File: src/rtl/fpcvt_arbiter.sv
// Two-channel round-robin front end for a single 12-bit integer to 8-bit
// floating-point converter; one result is held at a time on a valid/ready output.

module fpcvt (
    input  logic [11:0] d,
    output logic        s,
    output logic [2:0]  e,
    output logic [3:0]  f
);
    logic [11:0] mag;
    logic [3:0]  lead;
    logic [3:0]  e_raw;
    logic [3:0]  f_raw;
    logic        rnd;
    logic [4:0]  f_sum;
    logic [3:0]  e_adj;

    always_comb begin
        s     = d[11];
        mag   = d[11] ? (~d + 12'd1) : d;
        lead  = 4'd0;
        for (int i = 0; i < 12; i++) begin
            if (mag[i]) lead = 4'(i);
        end
        // Significand is the four bits starting at the leading one.
        e_raw = (lead > 4'd3) ? (lead - 4'd3) : 4'd0;
        f_raw = 4'(mag >> e_raw);
        rnd   = (e_raw != 4'd0) && ((mag & (12'd1 << (e_raw - 4'd1))) != 12'd0);
        f_sum = {1'b0, f_raw} + {4'd0, rnd};
        e_adj = e_raw;
        f     = f_sum[3:0];
        if (f_sum[4]) begin
            f     = 4'd8;
            e_adj = e_raw + 4'd1;
        end
        e = e_adj[2:0];
        // Only -2048 and values rounding past 15*2^7 land here.
        if (e_adj > 4'd7) begin
            e = 3'd7;
            f = 4'd15;
        end
    end
endmodule

module fpcvt_arbiter #(
    parameter int CNT_W = 16
) (
    input  logic             clk,
    input  logic             rst,
    input  logic             in0_valid,
    input  logic [11:0]      in0_data,
    output logic             in0_ready,
    input  logic             in1_valid,
    input  logic [11:0]      in1_data,
    output logic             in1_ready,
    output logic             out_valid,
    input  logic             out_ready,
    output logic             out_s,
    output logic [2:0]       out_e,
    output logic [3:0]       out_f,
    output logic             out_src,
    output logic             busy,
    output logic [CNT_W-1:0] conv_count,
    output logic [1:0]       dbg_state
);
    // Handshakes: a transfer happens on a rising edge where valid and ready are
    // both high; ready never depends on data, and producers hold data while waiting.
    typedef enum logic [1:0] {
        IDLE = 2'd0,
        CONV = 2'd1,
        HOLD = 2'd2
    } state_t;

    state_t      state, state_nxt;
    logic        rr;
    logic [11:0] d_q;
    logic        src_q;
    logic        grant0, grant1, grant;
    logic        cv_s;
    logic [2:0]  cv_e;
    logic [3:0]  cv_f;

    fpcvt u_fpcvt (
        .d (d_q),
        .s (cv_s),
        .e (cv_e),
        .f (cv_f)
    );

    // rr names the channel that wins when both request.
    always_comb begin
        grant0 = 1'b0;
        grant1 = 1'b0;
        if (!rst && state == IDLE) begin
            grant0 = in0_valid && (!in1_valid || !rr);
            grant1 = in1_valid && (!in0_valid ||  rr);
        end
    end

    assign grant     = grant0 | grant1;
    assign in0_ready = grant0;
    assign in1_ready = grant1;
    assign dbg_state = state;

    always_comb begin
        state_nxt = state;
        out_valid = 1'b0;
        busy      = 1'b1;
        case (state)
            IDLE: begin
                busy = 1'b0;
                if (grant) state_nxt = CONV;
            end
            CONV: state_nxt = HOLD;
            HOLD: begin
                out_valid = 1'b1;
                if (out_ready) state_nxt = IDLE;
            end
            default: state_nxt = IDLE;
        endcase
    end

    always_ff @(posedge clk) begin
        if (rst) begin
            state      <= IDLE;
            rr         <= 1'b0;
            d_q        <= 12'd0;
            src_q      <= 1'b0;
            out_s      <= 1'b0;
            out_e      <= 3'd0;
            out_f      <= 4'd0;
            out_src    <= 1'b0;
            conv_count <= '0;
        end else begin
            state <= state_nxt;
            if (grant) begin
                d_q   <= grant1 ? in1_data : in0_data;
                src_q <= grant1;
                rr    <= grant0;
            end
            if (state == CONV) begin
                out_s   <= cv_s;
                out_e   <= cv_e;
                out_f   <= cv_f;
                out_src <= src_q;
            end
            if (out_valid && out_ready) conv_count <= conv_count + CNT_W'(1);
        end
    end
endmodule

File: config.mk
export PLATFORM = sky130hd
export DESIGN_NAME = fpcvt_arbiter
export DESIGN_NICKNAME = d
export VERILOG_FILES = /design/src/rtl/fpcvt_arbiter.sv
export SDC_FILE = /design/constraint.sdc
export NUM_CORES = 1
export LEC_CHECK = 0
export BUFFER_PORTS_ARGS = -buffer_cell sky130_fd_sc_hd__buf_2
export CAP_MARGIN = 15
export CORE_MARGIN = 2
export CORE_UTILIZATION = 40
export DETAILED_ROUTE_END_ITERATION = 16
export PLACE_DENSITY = 0.62
export SETUP_SLACK_MARGIN = 0.02
export SYNTH_ARGS = -nofsm -noshare
export SYNTH_HDL_FRONTEND = slang
export SYNTH_HIERARCHICAL = 1
export SYNTH_SLANG_ARGS = --single-unit
File: constraint.sdc
create_clock -name clk -period 5.6 [get_ports clk]
set_input_delay 0.28 -clock clk [delete_from_list [all_inputs] [get_ports clk]]
set_output_delay 0.28 -clock clk [all_outputs]
set_load 0.01 [all_outputs]
### After elaboration in Yosys (flattened, before gate mapping)

Index checks and enable logic that the tools add are counted.

* mux-type cells: 25
* bitwise logic cells: 3
* $lt $le $gt $ge: 2
* divide/modulo/power cells: 0
* add/sub/neg operators: 6
* reductions and logical operators: 15
* equal/unequal tests: 4
* multiply operators: 0
* shifts and indexed selects: 2

Operators by type and width (number)
* two-way mux 4 bit: 8
* two-way mux 12 bit: 2
* adder 16 x 1 -> 16 bit, second input constant: 1
* two-way mux 3 bit: 5
* adder 12 x 1 -> 12 bit, second input constant: 1
* AND 12 bit: 1
* inverter 12 bit: 1
* nonzero test 12 bit: 1
* << shifter 1 x 4 -> 12 bit, first input constant: 1
* >> shifter 12 x 4 -> 4 bit: 1
* two-way mux 2 bit: 4
* one-hot mux 2 bit (3 select lines): 1
* adder 4 x 1 -> 5 bit: 1
* logical AND 1 bit: 5
* two-way mux 1 bit: 5
* adder 4 x 1 -> 4 bit, second input constant: 1
* greater-than comparator 4 x 2 -> 1 bit, second input constant: 1
* greater-than comparator 4 x 3 -> 1 bit, second input constant: 1
* zero test 1 bit: 4
* inequality test 2 bit, second input constant: 2
* nonzero test 4 bit: 1
* subtractor 4 x 1 -> 4 bit, second input constant: 1
* subtractor 4 x 2 -> 4 bit, second input constant: 1
* == test 2 x 1 -> 1 bit, second input constant: 1
* 5 further kinds: 6

* word-level logic and storage cells: 66
* register bits after elaboration: 41
* bits in writable memories: 0
* output and inout port bits: 31
* bits of input ports: 29
* memories: 0
* bits in latches: 0
* memory bits (read-only): 0

### Depth between registers and ports, before layout

Gate-level depths: netlist of run 1.

* depth in word-level cells: 25
* depth in mapped cells: 29
* depth with buffers taken out: 25

### By module

Netlist of run 1, hierarchy kept.

Modules (own cells, without submodules)
* fpcvt_arbiter: instances 1, area an instance 1770.4 sq um, sequential area each 820.8 sq um, cells an instance 212
* fpcvt: instances 1, area an instance 1542.7 sq um, sequential area each 0.0 sq um, cells an instance 223

### Worst setup path after synthesis of run 1

OpenSTA, ideal clock, no wires.

* path type: register to register
* start point: register d_q[0]
* end point: register out_e[1]
* cell stages (with the launch flop): 27
* data arrival time: 4.969 ns
* slack: 0.499 ns
* period minus slack after synthesis: 5.101 ns
* path buffers: 5
* cells stage by stage: dfxtp_1 -> clkbuf_1 -> inv_1 -> ha_1 -> clkbuf_1 -> nor3b_1 -> nand2_1 -> a221oi_1 -> o2111ai_2 -> ha_1 -> clkbuf_1 -> nand2b_1 -> a21oi_1 -> o21a_1 -> buf_6 -> inv_1 -> ha_1 -> a221o_1 -> a221oi_1 -> nor3_1 -> ha_1 -> ha_1 -> and3_4 -> buf_6 -> mux2_4 -> nand2_1 -> a21oi_1

* word-level cells in the longest chain between the ends: 25
* elaborated cells between the ends (all ways): 29

RTL lines
* start: declaration: line 76 `logic [11:0] d_q;`
* start signal: assignment: line 137 `d_q <= grant1 ? in1_data : in0_data;`
* inverter 12 bit: line 20 `mag = d[11] ? (~d + 12'd1) : d;`
* adder 12 x 1 -> 12 bit: line 20
* two-way mux 12 bit *: line 20
* two-way mux 1 bit: line 23 `if (mag[i]) lead = 4'(i);`
* two-way mux 2 bit (2 in series): line 23
* two-way mux 3 bit (4 in series): line 23
* two-way mux 4 bit (4 in series): line 23
* subtractor 4 x 2 -> 4 bit / greater-than comparator 4 x 2 -> 1 bit (equally long branches): line 26 `e_raw = (lead > 4'd3) ? (lead - 4'd3) : 4'd0;`
* [... 3 more ...]
* AND 12 bit: line 28 `rnd = (e_raw != 4'd0) && ((mag & (12'd1 << (e_raw - 4'd1))) != 12'd0);`
* nonzero test 12 bit: line 28
* logical AND 1 bit: line 28
* adder 4 x 1 -> 5 bit: line 29 `f_sum = {1'b0, f_raw} + {4'd0, rnd};`
* two-way mux 4 bit *: line 32 `if (f_sum[4]) begin`
* greater-than comparator 4 x 3 -> 1 bit: line 38 `if (e_adj > 4'd7) begin`
* two-way mux 3 bit *: line 38
* via cv_e[1]: line 80 `logic [2:0] cv_e;`
* end signal: assignment: line 143 `out_e <= cv_e;`
* end: declaration: line 59 `output logic [2:0] out_e,`

Mark *: on every way through the listed nets, which the timed path passes. The rest lies on a longest branch.
A chain may end at the register's enable or synchronous reset.

### Worst setup path after layout of run 1

* start point: register d_q[2]
* end point: register out_e[1]

* word-level cells in the longest chain between the ends: 24
* elaborated cells between the ends (all ways): 28

RTL lines (line)
* inverter 12 bit: 20
* adder 12 x 1 -> 12 bit: 20
* two-way mux 12 bit *: 20
* two-way mux 2 bit (2 in series): 23
* two-way mux 3 bit (4 in series): 23
* two-way mux 4 bit (4 in series): 23
* subtractor 4 x 2 -> 4 bit / greater-than comparator 4 x 2 -> 1 bit (equally long branches): 26
* two-way mux 4 bit: 26
* [... 2 more ...]
* AND 12 bit: 28
* nonzero test 12 bit: 28
* logical AND 1 bit: 28
* adder 4 x 1 -> 5 bit: 29
* two-way mux 4 bit *: 32
* greater-than comparator 4 x 3 -> 1 bit: 38
* two-way mux 3 bit *: 38
* via cv_e[1]: 80

Marks and branches as above.

==> run summary, run 1 <==
Of all nets on the critical path, the largest fanout is 12. The most common flop cell mapped by yosys was sky130_fd_sc_hd__dfxtp_1. The die width is 95.01 um.

The number of port buffers was 59; the relative max-transition margin was 0.3471. The top cell types in the final layout, fill and taps aside, are 71 x sky130_fd_sc_hd__nand2_1, 59 x sky130_fd_sc_hd__buf_2, 47 x sky130_fd_sc_hd__nor2_1. Across the run, the number of max-cap violations was 0. The endpoint identified for the worst register-to-register timing path is out_e[1]$_SDFFE_PP0N_.

Clock sink total: 41. Class of the most critical setup path: flop to flop. The total half-perimeter wirelength after legalization and detailed placement is 6386 um, and the net count of the finished layout is 525. At the end of routability-driven placement, the weighted congestion stood at 0.8936.

The clock tree synthesis step divided the H-tree into 2 levels. The number of global-route vias before repair was 3115. The signed area change from the synthesized netlist to the final layout was 14.39%; the leftover overflow at the end of global routing was 0. For this block, the routed nets add up to 8465 um of wire.

At the pin with the least slew margin, the transition time is 976.6 ps. The largest net degree at the start of global routing was 44; the synthesized area per cell was 7.617 um^2. The number of top-level pins came out at 60. After floorplanning, the core was divided into 33 placement rows.

The sequential area share after synthesis was 0.2477. The total negative slack came out at 0 ps. For the worst setup path, the data arrival time is 5330 ps.

The layout cell share with drive strength beyond 1 was 0.2211; the initial antenna violation count was 0. The tools report the capturing element type of the critical path as a flop. The most common cell after layout, fill and taps aside is sky130_fd_sc_hd__nand2_1. The aggregate global-route resource usage was 0.1937; the number of nets in the synthesized netlist was 477. The run gives 9027 um^2 as the area of the die. The async set-or-reset flop fraction in the synthesized netlist works out to 0. The layout has 813 filler cells.

The number of synthesized flops with an enable pin is 0. The number of hold buffers added after cts was 0; the count of vias placed by the detailed router was 3290. The run gives 581 as the number of instances in the placed design. The instance count along the most critical hold path is 3. The area of the placeable core was 8134 um^2; the cell area after placement was 3669 um^2.

The total of warnings raised by yosys is 6, and the total of flip-flops plus latches after synthesis is 41. The logs give 0.1839 mV for the highest ir drop seen on vdd and 0 for the remaining antenna violation count. The power per standard cell area was 418.1 nW/um^2. Cell area after layout: 3790 um^2. Synthesis produced a netlist whose cell count is 435.

In this run, distinct cell masters in the synthesized netlist total 75. The post-route fraction of the period consumed by the critical path was 0.9272. 0 antenna diodes ended up in the layout. The pre-CTS setup slack was 333.4 ps. CTS buffer count: 5.

Setup repair after global routing left no endpoint under its margin. Time the worst path needs with I/O delays and setup: 5192 ps. The average wire per standard cell is 14.37 um, and the number of setup violations in the final report is 0. The tools report the start of the worst register-to-register path as d_q[2]$_SDFFE_PP0P_. Required time of the critical path: 5740 ps. The run gives 0 as the total count of hold-check failures in the final report. The start point of the worst hold path was in0_data[0]. The flow ran to the end, and the final reports show no timing, DRC or antenna violations.

Measured along the y axis, the die boundary spans 95.01 um. Detailed-router iteration count before antenna repair: 5. The startpoint type of the worst setup path was a flop. Initial standard-cell utilization of the core: 0.4073.

The master cell of the clock root buffer was sky130_fd_sc_hd__clkbuf_8. After clock tree synthesis, the clock-pin slew on the worst setup and hold paths is 80 ps. The post-route non-filler standard cell count was 589; the leakage power summed over all cells was 1.658 nW. The depth of the worst register-to-register path was 22. The cell area after technology mapping is 3313 um^2. The worst path meets setup with 407.7 ps of slack. Post-CTS timing repair inserted 0 buffers for setup.

TritonCTS built the clock tree. Clock latency at the later pin of the worst-skew pair: 290 ps. The tools report the number of pins exceeding their max-slew limit in the final report as 0. The number of gates resized after CTS was 0. The path class of the tightest hold or removal check is input pin to flop. The detailed router finished its first iteration with 185 violations. The final worst clock skew came out at 5.327 ps. The first-pass GRT wire length is 14390 um, and the ratio of routed vias to standard cells is 5.586. The tools report the beginning of the critical path as d_q[2]$_SDFFE_PP0P_. No sink is reached through more buffers than the 2 on the longest clock path. For the maximum clock frequency, the log shows 192.6 MHz. The capturing instance or port of the critical path is out_e[1]$_SDFFE_PP0N_. Setup slack on the worst reg-to-reg path comes out at 410 ps. The number of remaining DRC errors is 0.
## state kept, by name, summed over array words and instances, names as in the netlist
name	cells
conv_count	16
d_q	12
out_f	4
out_e	3
dbg_state	2
out_s	1
out_src	1
rr	1
src_q	1
## through the flow
step	power [mW]	util	hold WS (ps)
finish	1.585	0.4659	242.7
global route	1.728	0.4659	251.7
CTS	1.577	0.4639	241.4
detailed placement	1.352	0.4510	449.5
global placement	1.352	0.4510	444.2
floorplan	1.134	-	432.3
## cell usage after synthesis (all sizes together), types with 2 or more instances
cell,instances,area share
a211o,2,0.0053
a211oi,2,0.0045
a21o,3,0.0068
a21oi,25,0.038
a221oi,6,0.016
a22oi,2,0.0045
a2bb2oi,2,0.0053
a311oi,14,0.039
a31o,2,0.0053
a31oi,2,0.0038
a32oi,2,0.0053
and2,3,0.0057
and3,5,0.011
buf,8,0.022
clkbuf,20,0.023
dfxtp,41,0.25
ha,13,0.049
inv,14,0.016
mux2,6,0.023
mux2i,9,0.027
nand2,71,0.080
nand2b,11,0.021
nand3,10,0.017
nand3b,3,0.0068
nand4,6,0.020
nor2,47,0.053
nor2b,10,0.019
nor3,14,0.023
nor3b,3,0.0068
nor4,7,0.018
nor4b,2,0.0053
o211ai,3,0.0068
o21a,4,0.0094
o21ai,14,0.022
o21bai,2,0.0045
o31ai,4,0.013
or2,3,0.0057
or3,3,0.0057
or4,2,0.0045
xnor2,12,0.034
xor2,7,0.021
## metal layers
metal / up-vias / global-route usage / share of wire / routed length (um)
li1: 1662 / - / - / -
met1: 1535 / 0.2661 / 0.49 / 4134
met2: 87 / 0.3180 / 0.46 / 3921
met3: 6 / 0.02530 / 0.042 / 352
met4: 0 / 0.05556 / 0.0067 / 57
met5: - / 0 / 0 / 0
## final cells by class
cell class | count | area [um^2] | share of cell area
well taps | 105 | 131.4 | 0.03466
flip-flops and latches | 41 | 822.0 | 0.2169
multi-input cells | 352 | 2308 | 0.6091
clock buffers | 7 | 96.34 | 0.02542
inverters | 14 | 52.55 | 0.01387
repair buffers | 69 | 370.4 | 0.09772
clock inverters | 1 | 8.758 | 0.002311
## critical path: stages, from the launching register on
cell and delay [ps]:
sky130_fd_sc_hd__dfxtp_1 460, sky130_fd_sc_hd__or3_1 590, sky130_fd_sc_hd__o31ai_4 380, sky130_fd_sc_hd__xor2_2 310
sky130_fd_sc_hd__nand2_1 150, sky130_fd_sc_hd__o21ai_0 270, sky130_fd_sc_hd__nand2b_1 200, sky130_fd_sc_hd__ha_1 300
sky130_fd_sc_hd__nand2b_1 210, sky130_fd_sc_hd__inv_1 150, sky130_fd_sc_hd__ha_1 260, sky130_fd_sc_hd__nand2_1 70
sky130_fd_sc_hd__nand3_1 70, sky130_fd_sc_hd__a221oi_1 260, sky130_fd_sc_hd__nor2_1 70, sky130_fd_sc_hd__a31oi_1 150
sky130_fd_sc_hd__nor3_1 70, sky130_fd_sc_hd__ha_1 220, sky130_fd_sc_hd__ha_1 240, sky130_fd_sc_hd__and3_4 200
sky130_fd_sc_hd__mux2_4 290, sky130_fd_sc_hd__nand2_1 50, sky130_fd_sc_hd__a21oi_1 60
## cells by family (layout without fill, tap and decap cells)
logic type	Yosys count	count (layout)	share of synthesized area
compound gates	102	102	0.2281
xor+xnor	19	19	0.05476
fa+ha+maj	13	13	0.04909
buf+inv	42	91	0.06004
flops	41	41	0.2477
mux	15	15	0.04985
simple gates	203	203	0.3104
## where the power goes
group / internal, mW / switching, mW / total (mW)
Combinational: 0.424 / 0.584 / 1.01
Clock: 0.114 / 0.106 / 0.220
Sequential: 0.321 / 0.0350 / 0.356
Total: 0.859 / 0.726 / 1.58
## worst min-delay path by stage
stage	slack (ps)	to
after floorplan	430	out_src$_SDFFE_PP0N_
after global placement	440	out_f[2]$_SDFFE_PP0N_
after detailed placement	450	out_e[0]$_SDFFE_PP0N_
after CTS	240	d_q[4]$_SDFFE_PP0P_
after global routing	250	d_q[2]$_SDFFE_PP0P_
final	240	d_q[0]$_SDFFE_PP0P_
(Power assumes the default switching activity.)
==> run 2, diff against run 1 <==
Settings changed: ABC_AREA from default to 1, CORE_UTILIZATION 40 to 47, PLACE_DENSITY 0.62 to 0.7.
==> run 2 against run 1 <==
Effect of this change:
- first-iteration DRC count fell by 1.1%
- register-to-register slack improved by 390 ps
- non-clock buffer count fell by 10
- maximum frequency rose by 8.1%
- area after synthesis rose by 7.1%
- power rose by 9.7%
- wire length barely moved
- clock power rose by 13%
- flip-flop and latch count did not move
- critical path depth rose by 1
- critical path type unchanged
- largest power group unchanged
==> run summary, run 2 <==
The synthesized netlist occupies a cell area of 3547 um^2. The time the worst path needs with I/O delays and setup came out at 4804 ps. After synthesis, the netlist uses 42 different library cells. Largest driver fanout on the critical path: 20. The cell area after placement is 3860 um^2. Data on the critical path is required at its endpoint by 5800 ps.

The first TritonRoute pass finished after 5 iterations. The arrival time of the worst setup path came out at 5000 ps. The cell with the most instances after synthesis was sky130_fd_sc_hd__nand2_1.

The layout cell share with drive strength beyond 1 came out at 0.2572. From synthesis to final layout, the design area changed by 12.20%. Counting the buffers created by CTS gives 5.

Xor and xnor area share after synthesis: 0.009877. The slew at the pin closest to its max-slew limit is 665.4 ps, and the number of synthesized flops with an enable pin is 0. Clock-pin slew was measured on the worst setup and hold paths at 80 ps. The switching power as a share of total power is 0.5122, and the total half-perimeter wirelength after legalization and detailed placement is 6580 um. Measured in cells, the most critical reg-to-reg path has a length of 23. TritonCTS built the clock tree. The clock passes through at most 2 buffers.

The top cell type by total area after synthesis is sky130_fd_sc_hd__dfxtp_1. The number of global-route vias before repair was 3321; the power per standard cell area was 436.8 nW/um^2. Fraction of the mapped netlist area in simple logic gates: 0.4917. The first-pass GRT wire length was 14530 um. In this run the horizontal extent of the chip is 90.88 um.

Final RePlAce weighted congestion: 0.9980. The run finished with clean final reports. The post-route fraction of the period consumed by the critical path came out at 0.8578.

Derived from the worst setup path, the maximum achievable clock frequency is 208.2 MHz. The H-tree was split into 2 levels. The die covers 8258 um^2. The ratio of routed vias to standard cells was 5.204.

Number of remaining DRC errors: 0. The clock network fraction of design power was 0.143. For the total negative slack, the log shows 0 ps. The most common cell after layout, fill and taps aside is sky130_fd_sc_hd__nand2_1.

For the overall routed net length, the log shows 8461 um. The worst setup path is captured at a flop. The utilization of the core after routing is 0.5458, and the portion of synthesized cell area occupied by the leading cell type is 0.2314.

The logs give 540 for the number of standard cells after synthesis and 29 for the largest net degree at the start of global routing. After detailed routing, the average wire length per cell comes to 12.26 um. Across the run, the number of max-cap violations was 0.

The synthesized area per cell was 6.569 um^2; the number of setup violations in the final report was 0. The tools report the clock sink total as 41. The arithmetic-cell share of the synthesized area counting full adders, half adders and majority gates is 0.04586. Along the worst hold path, the cell count comes to 5. The detailed router finished its first iteration with 183 violations.

The number of port buffers is 59, and the total count of hold-check failures in the final report is 0. The floorplan step defined a core boundary enclosing 7292 um^2. The share of the synthesized area in compound gates (AO/OA/AOI/OAI) was 0.1083.

The cell sitting at the root of the clock tree is a sky130_fd_sc_hd__clkbuf_8. The sequential fraction of design power is 0.198. The number of hold buffers added after cts is 0.

Class of the worst hold path: input pin to flop. Once detail routing completed, the nets flagged for antenna violations numbered 0. Sorting the synthesized cells by how often they occur yields 125 x sky130_fd_sc_hd__nand2_1, 61 x sky130_fd_sc_hd__nor2_1, 58 x sky130_fd_sc_hd__inv_1.

The register with the most flip-flops in the layout has 16 of them. The most common flop cell mapped by yosys is sky130_fd_sc_hd__dfxtp_1. For the worst-skew pair, the clock arrives at the later sink with an insertion delay of 290 ps. Counting flops and latches in the post-synthesis netlist gives 41. For the antenna diode count, the log shows 0.

The largest registers in the layout are conv_count x16, d_q x12, out_f x4. From bottom edge to top edge, the die measures 90.88 um. Setup repair after global routing left no endpoint under its margin. The relative max-transition margin came out at 0.5547. The number of pins exceeding their max-slew limit in the final report was 0. The critical path is of the flop to flop type.

The total overflow left after global routing is 0. The number of top-level pins was 60; the sequential area share after synthesis was 0.2314. The async set-or-reset flop fraction in the synthesized netlist is 0, and the count of vias placed by the detailed router is 3591. The aggregate global-route resource usage is 0.2083.

The tools report the fraction of power consumed by combinational cells as 0.659. For this design the total switching power over the nets is 0.8905 mW. Once the clock tree was built, the setup fixing pass inserted 0 buffers. The register with the most flip-flops was conv_count.

The tools report the cell-internal power as 0.8480 mW. Initial standard-cell utilization of the core: 0.4864. By area the synthesized netlist is led by sky130_fd_sc_hd__dfxtp_1 23%, sky130_fd_sc_hd__nand2_1 13%, sky130_fd_sc_hd__nand3_1 7.2%. The largest family of logic cells by synthesized area is simple AND/OR/NAND/NOR gates. After layout, the design draws a total of 1.739 mW.

The run gives 0.1794 mV as the highest ir drop seen on vdd. Counting every net in the synthesized netlist gives 582. The filler cells instantiated in the layout total 770.

The number of placement rows is 31, and the total of warnings raised by yosys is 6. In the final design database the tool counted 632 nets. The tightest hold path in the finished design has a slack of 333.5 ps. STA classifies the critical path startpoint as a flop. For the final worst clock skew, the log shows 8.177 ps.

The number of gates resized after CTS was 0. With fillers left out, the area of the finished cells amounts to 3980 um^2. For the initial antenna violation count, the log shows 0.

In the layout the commonest cells are 125 x sky130_fd_sc_hd__nand2_1, 61 x sky130_fd_sc_hd__nor2_1, 59 x sky130_fd_sc_hd__buf_2. For this design the static power due to leakage is 1.920 nW. The share of synthesized area spent on multiplexers was 0.
## run 2: cell type report
| type | instances | area [um^2] | share of cell area |
|---|---|---|---|
| Clock buffer | 6 | 82.58 | 0.02075 |
| Tap cell | 99 | 123.9 | 0.03112 |
| Multi-Input combinational cell | 406 | 2326 | 0.5844 |
| Sequential cell | 41 | 820.8 | 0.2062 |
| Inverter | 77 | 294.0 | 0.07388 |
| Timing Repair Buffer | 59 | 295.3 | 0.07419 |
| Clock inverter | 2 | 37.54 | 0.009431 |
## run 2: cells by family after synthesis
family | after synthesis
fa+ha+maj | 13
compound gates | 60
simple gates | 329
flops | 41
xor+xnor | 4
buf+inv | 93
## run 2: routing by layer
| metal | part of all wire | track usage | vias up |
|---|---|---|---|
| li1 | - | - | 1851 |
| met1 | 0.47 | 0.2641 | 1622 |
| met2 | 0.46 | 0.3588 | 99 |
| met3 | 0.050 | 0.03339 | 19 |
| met4 | 0.023 | 0.07071 | 0 |
| met5 | 0 | 0 | - |
## run 2: final timing paths
kind	to	slack, ps	from
hold reg to reg	out_src$_SDFFE_PP0N_	460	src_q$_SDFFE_PP0P_
setup / recovery	out_f[2]$_SDFFE_PP0N_	800	d_q[11]$_SDFFE_PP0P_
hold / removal	d_q[6]$_SDFFE_PP0P_	330	in0_data[6]
setup reg to reg	out_f[2]$_SDFFE_PP0N_	800	d_q[11]$_SDFFE_PP0P_
## run 2: critical path: stages, from the launching register on
cell and delay [ps]:
sky130_fd_sc_hd__dfxtp_1 730, sky130_fd_sc_hd__inv_1 210, sky130_fd_sc_hd__nor3_1 170, sky130_fd_sc_hd__nand3_1 220, sky130_fd_sc_hd__nand3_2 200, sky130_fd_sc_hd__nor2_8 70, sky130_fd_sc_hd__ha_1 190, sky130_fd_sc_hd__inv_1 380
sky130_fd_sc_hd__nand2_2 280, sky130_fd_sc_hd__ha_1 290, sky130_fd_sc_hd__xnor2_1 300, sky130_fd_sc_hd__inv_2 110, sky130_fd_sc_hd__nand2_1 90, sky130_fd_sc_hd__o21ai_0 80, sky130_fd_sc_hd__nor4_1 260, sky130_fd_sc_hd__nor2_1 80
sky130_fd_sc_hd__ha_1 230, sky130_fd_sc_hd__ha_1 280, sky130_fd_sc_hd__nand4_1 120, sky130_fd_sc_hd__nand2_1 70, sky130_fd_sc_hd__inv_2 100, sky130_fd_sc_hd__nand2_1 60, sky130_fd_sc_hd__nor2_1 100, sky130_fd_sc_hd__nor2_1 60
## run 2: metrics by stage
stage	setup slack, ps	cells
2_1_floorplan	1579	540
3_3_place_gp	968.2	682
3_5_place_dp	855.0	682
4_1_cts	832.6	690
5_1_grt	314.9	690
6_report	796.1	690
## run 2: power by group through the flow
stage / clock network (mW) / logic [mW] / registers (mW)
global placement: 0 / 1.11 / 0.350
detailed placement: 0 / 1.13 / 0.350
CTS: 0.255 / 1.14 / 0.344
global route: 0.268 / 1.28 / 0.348
floorplan: 0 / 0.926 / 0.350
finish: 0.249 / 1.15 / 0.344
==> run 3, diff against run 2 <==
--- a/config.mk
+++ b/config.mk
@@ -7,10 +7,10 @@
 export LEC_CHECK = 0
 export ABC_AREA = 1
-export BUFFER_PORTS_ARGS = -buffer_cell sky130_fd_sc_hd__buf_2
 export CAP_MARGIN = 15
 export CORE_MARGIN = 2
 export CORE_UTILIZATION = 47
 export DETAILED_ROUTE_END_ITERATION = 16
-export PLACE_DENSITY = 0.7
+export DONT_BUFFER_PORTS = 1
+export PLACE_DENSITY = 0.63
 export SETUP_SLACK_MARGIN = 0.02
 export SYNTH_ARGS = -nofsm -noshare
==> constraint.sdc (replaced) <==
create_clock -name clk -period 5.6 [get_ports clk]
set_input_delay 1.12 -clock clk [delete_from_list [all_inputs] [get_ports clk]]
set_output_delay 1.12 -clock clk [all_outputs]
set_load 0.01 [all_outputs]
==> run 3 against run 2 <==
Effect of this change:
- non-clock buffer count decreased by 59
- power decreased by 3.2%
- register-to-register slack got worse by 20 ps
- critical path type unchanged
- utilization decreased by 4.2 points
- critical path depth unchanged
==> run summary, run 3 (synthesis results as in run 2) <==
The flow ran to the end, and the final reports show no timing, DRC or antenna violations. The iteration-0 DRC count of the detailed router was 144; the total count of hold-check failures in the final report was 0. For the worst setup path, the data required time is 5780 ps. On the final layout, the worst clock skew is 13.36 ps.

Register with the most flip-flops: conv_count. In the final layout, the registers with the most flip-flops are conv_count x16, d_q x12, out_f x4. The floorplan step set the die width to 90.88 um. The clock passes through at most 2 buffers. After routing, the total negative slack on setup checks comes to 0 ps.

The tools report the number of inserted filler cells in the final layout as 776. The class of the worst hold path was flop to flop. The run gives 0.5128 as the relative max-transition margin. For the pin with the worst max-slew slack, the measured transition is 728.1 ps. After clock tree synthesis, the setup repair step added 0 buffers. The logs give 1.029 for the final RePlAce weighted congestion and 7957 um for the overall routed net length. The startpoint type of the worst setup path was a flop. In this run, post-CTS repair resized a total of 0 instances.

In this run the worst path has a maximum fanout of 20. TritonCTS built the clock tree. The detailed-router iteration count before antenna repair was 5; the net count of the finished layout was 573.

Hold is met by 468.5 ps. For this run, design rule violations remaining after detail routing come to 0. The H-tree was split into 2 levels.

The tools report the number of placement rows as 31. For the worst setup path, the data arrival time is 5010 ps. The largest net degree at the start of global routing came out at 29.

The initial standard-cell utilization of the core was 0.4864; the CTS buffer count was 5. IR analysis of the VDD net gives a maximum drop of 0.1580 mV. In this run, post-CTS hold repair placed 0 buffers. The register with the most flip-flops in the layout has 16 of them. Max-cap violations in this run came to 0. In the layout the commonest cells are 125 x sky130_fd_sc_hd__nand2_1, 61 x sky130_fd_sc_hd__nor2_1, 58 x sky130_fd_sc_hd__inv_1.

Layout cell share with drive strength beyond 1: 0.1729. The root buffer cell chosen for the clock tree is sky130_fd_sc_hd__clkbuf_8. The tools report the number of top-level pins as 60. The number of global-route vias before repair is 3094, and the average wire per standard cell is 12.61 um. Overall power of the completed layout: 1.683 mW. The floorplan step defined a core boundary enclosing 7292 um^2.

The post-route fraction of the period consumed by the critical path came out at 0.8619. The tools report the area of the die as 8258 um^2. Clock tree synthesis found a total of 41 sinks. The first-pass GRT wire length was 13970 um. For this design the static power due to leakage is 1.642 nW.

The tools report the total half-perimeter wirelength after legalization and detailed placement as 6239 um. Buffers placed on the I/O ports in this run total 0. Compared with the post-synthesis result, the final layout area differs by 3.633%. The count of nets left with antenna violations once routing finished came out at 0. The critical path is of the flop to flop type.

Setup repair after global routing left no endpoint under its margin. The worst path needs 4826 ps of the cycle, external delays included. The capturing element type of the critical path was a flop.

Derived from the worst setup path, the maximum achievable clock frequency is 207.2 MHz. The aggregate global-route resource usage is 0.1986. Measured along the y axis, the die boundary spans 90.88 um.

Using the TritonRoute via totals, the vias-per-cell ratio works out to 5.233. The number of pins exceeding their max-slew limit in the final report is 0. The initial antenna violation count was 0; the number of setup violations in the final report was 0.

The repair_antennas step left the layout with diodes totalling 0. After clock tree synthesis, the clock-pin slew on the worst setup and hold paths is 80 ps. Including well taps, the total number of placed cells is 623. The logs give 0.5041 for the utilization of the core after routing and 0 for the leftover overflow at the end of global routing. The power per standard cell area is 457.8 nW/um^2. The clock latency at the later pin of the worst-skew pair came out at 290 ps. Summing over every cut layer, the via total after detailed routing is 3302. Leaving out fill and tap cells, the most frequent cell in the layout is sky130_fd_sc_hd__nand2_1. The post-route non-filler standard cell count is 631.
## run 3: cell types whose count changed in the layout (fill, tap and decap cells not counted)
cell,change
sky130_fd_sc_hd__clkinvlp_4,-1
sky130_fd_sc_hd__clkinv_4,+1
sky130_fd_sc_hd__clkbuf_8,-1
sky130_fd_sc_hd__clkbuf_1,+1
sky130_fd_sc_hd__buf_2,-59
## run 3: power by group
group          switching [mW]  total (mW)  internal, mW
combinational           0.727        1.09         0.365
sequential             0.0341       0.354         0.320
clock                   0.103       0.237         0.134
total                   0.864        1.68         0.819
## run 3: critical path: stages (launching register included)
cell and delay (ps):
sky130_fd_sc_hd__dfxtp_1 730, sky130_fd_sc_hd__inv_1 200, sky130_fd_sc_hd__nor3_1 180, sky130_fd_sc_hd__nand3_1 230, sky130_fd_sc_hd__nand3_2 210, sky130_fd_sc_hd__nor2_8 70, sky130_fd_sc_hd__ha_1 190, sky130_fd_sc_hd__inv_1 370
sky130_fd_sc_hd__nand2_2 290, sky130_fd_sc_hd__ha_1 290, sky130_fd_sc_hd__xnor2_1 310, sky130_fd_sc_hd__inv_2 110, sky130_fd_sc_hd__nand2_1 90, sky130_fd_sc_hd__o21ai_0 80, sky130_fd_sc_hd__nor4_1 230, sky130_fd_sc_hd__nor2_1 80
sky130_fd_sc_hd__ha_1 230, sky130_fd_sc_hd__ha_1 280, sky130_fd_sc_hd__nand4_1 120, sky130_fd_sc_hd__nand2_1 60, sky130_fd_sc_hd__inv_2 100, sky130_fd_sc_hd__nand2_1 70, sky130_fd_sc_hd__nor2_1 110, sky130_fd_sc_hd__nor2_1 60
## run 3: stage by stage
stage,setup WS [ps],area (um^2)
after floorplan,1579,3547
after global placement,981.3,3565
after detailed placement,877.9,3565
after CTS,854.5,3676
after global routing,379.5,3676
final,773.5,3676
## run 3: final timing paths
| kind | startpoint | to | slack, ps | depth (start not counted) |
|---|---|---|---|---|
| worst min-delay path | src_q$_SDFFE_PP0P_ | out_src$_SDFFE_PP0N_ | 470 | 2 |
| worst min register to register | src_q$_SDFFE_PP0P_ | out_src$_SDFFE_PP0N_ | 470 | 2 |
| worst max register to register | d_q[11]$_SDFFE_PP0P_ | out_f[3]$_SDFFE_PP0N_ | 770 | 23 |
| worst max-delay path | d_q[11]$_SDFFE_PP0P_ | out_f[3]$_SDFFE_PP0N_ | 770 | 23 |
## run 3: layout make-up
| type | instances | area (um^2) | share of cell area |
|---|---|---|---|
| inverter | 77 | 294.0 | 0.07999 |
| multi-input combinational | 406 | 2326 | 0.6327 |
| clock inverter | 2 | 38.79 | 0.01055 |
| clock buffer | 6 | 72.57 | 0.01974 |
| sequential | 41 | 820.8 | 0.2233 |
| tap | 99 | 123.9 | 0.03370 |
## run 3: per-layer routing
| metal | up-vias | GRT usage | share of wire |
|---|---|---|---|
| met5 | - | 0 | 0 |
| met4 | 0 | 0.06187 | 0.024 |
| met3 | 22 | 0.03840 | 0.063 |
| met2 | 134 | 0.3203 | 0.43 |
| met1 | 1417 | 0.2680 | 0.48 |
| li1 | 1729 | - | - |
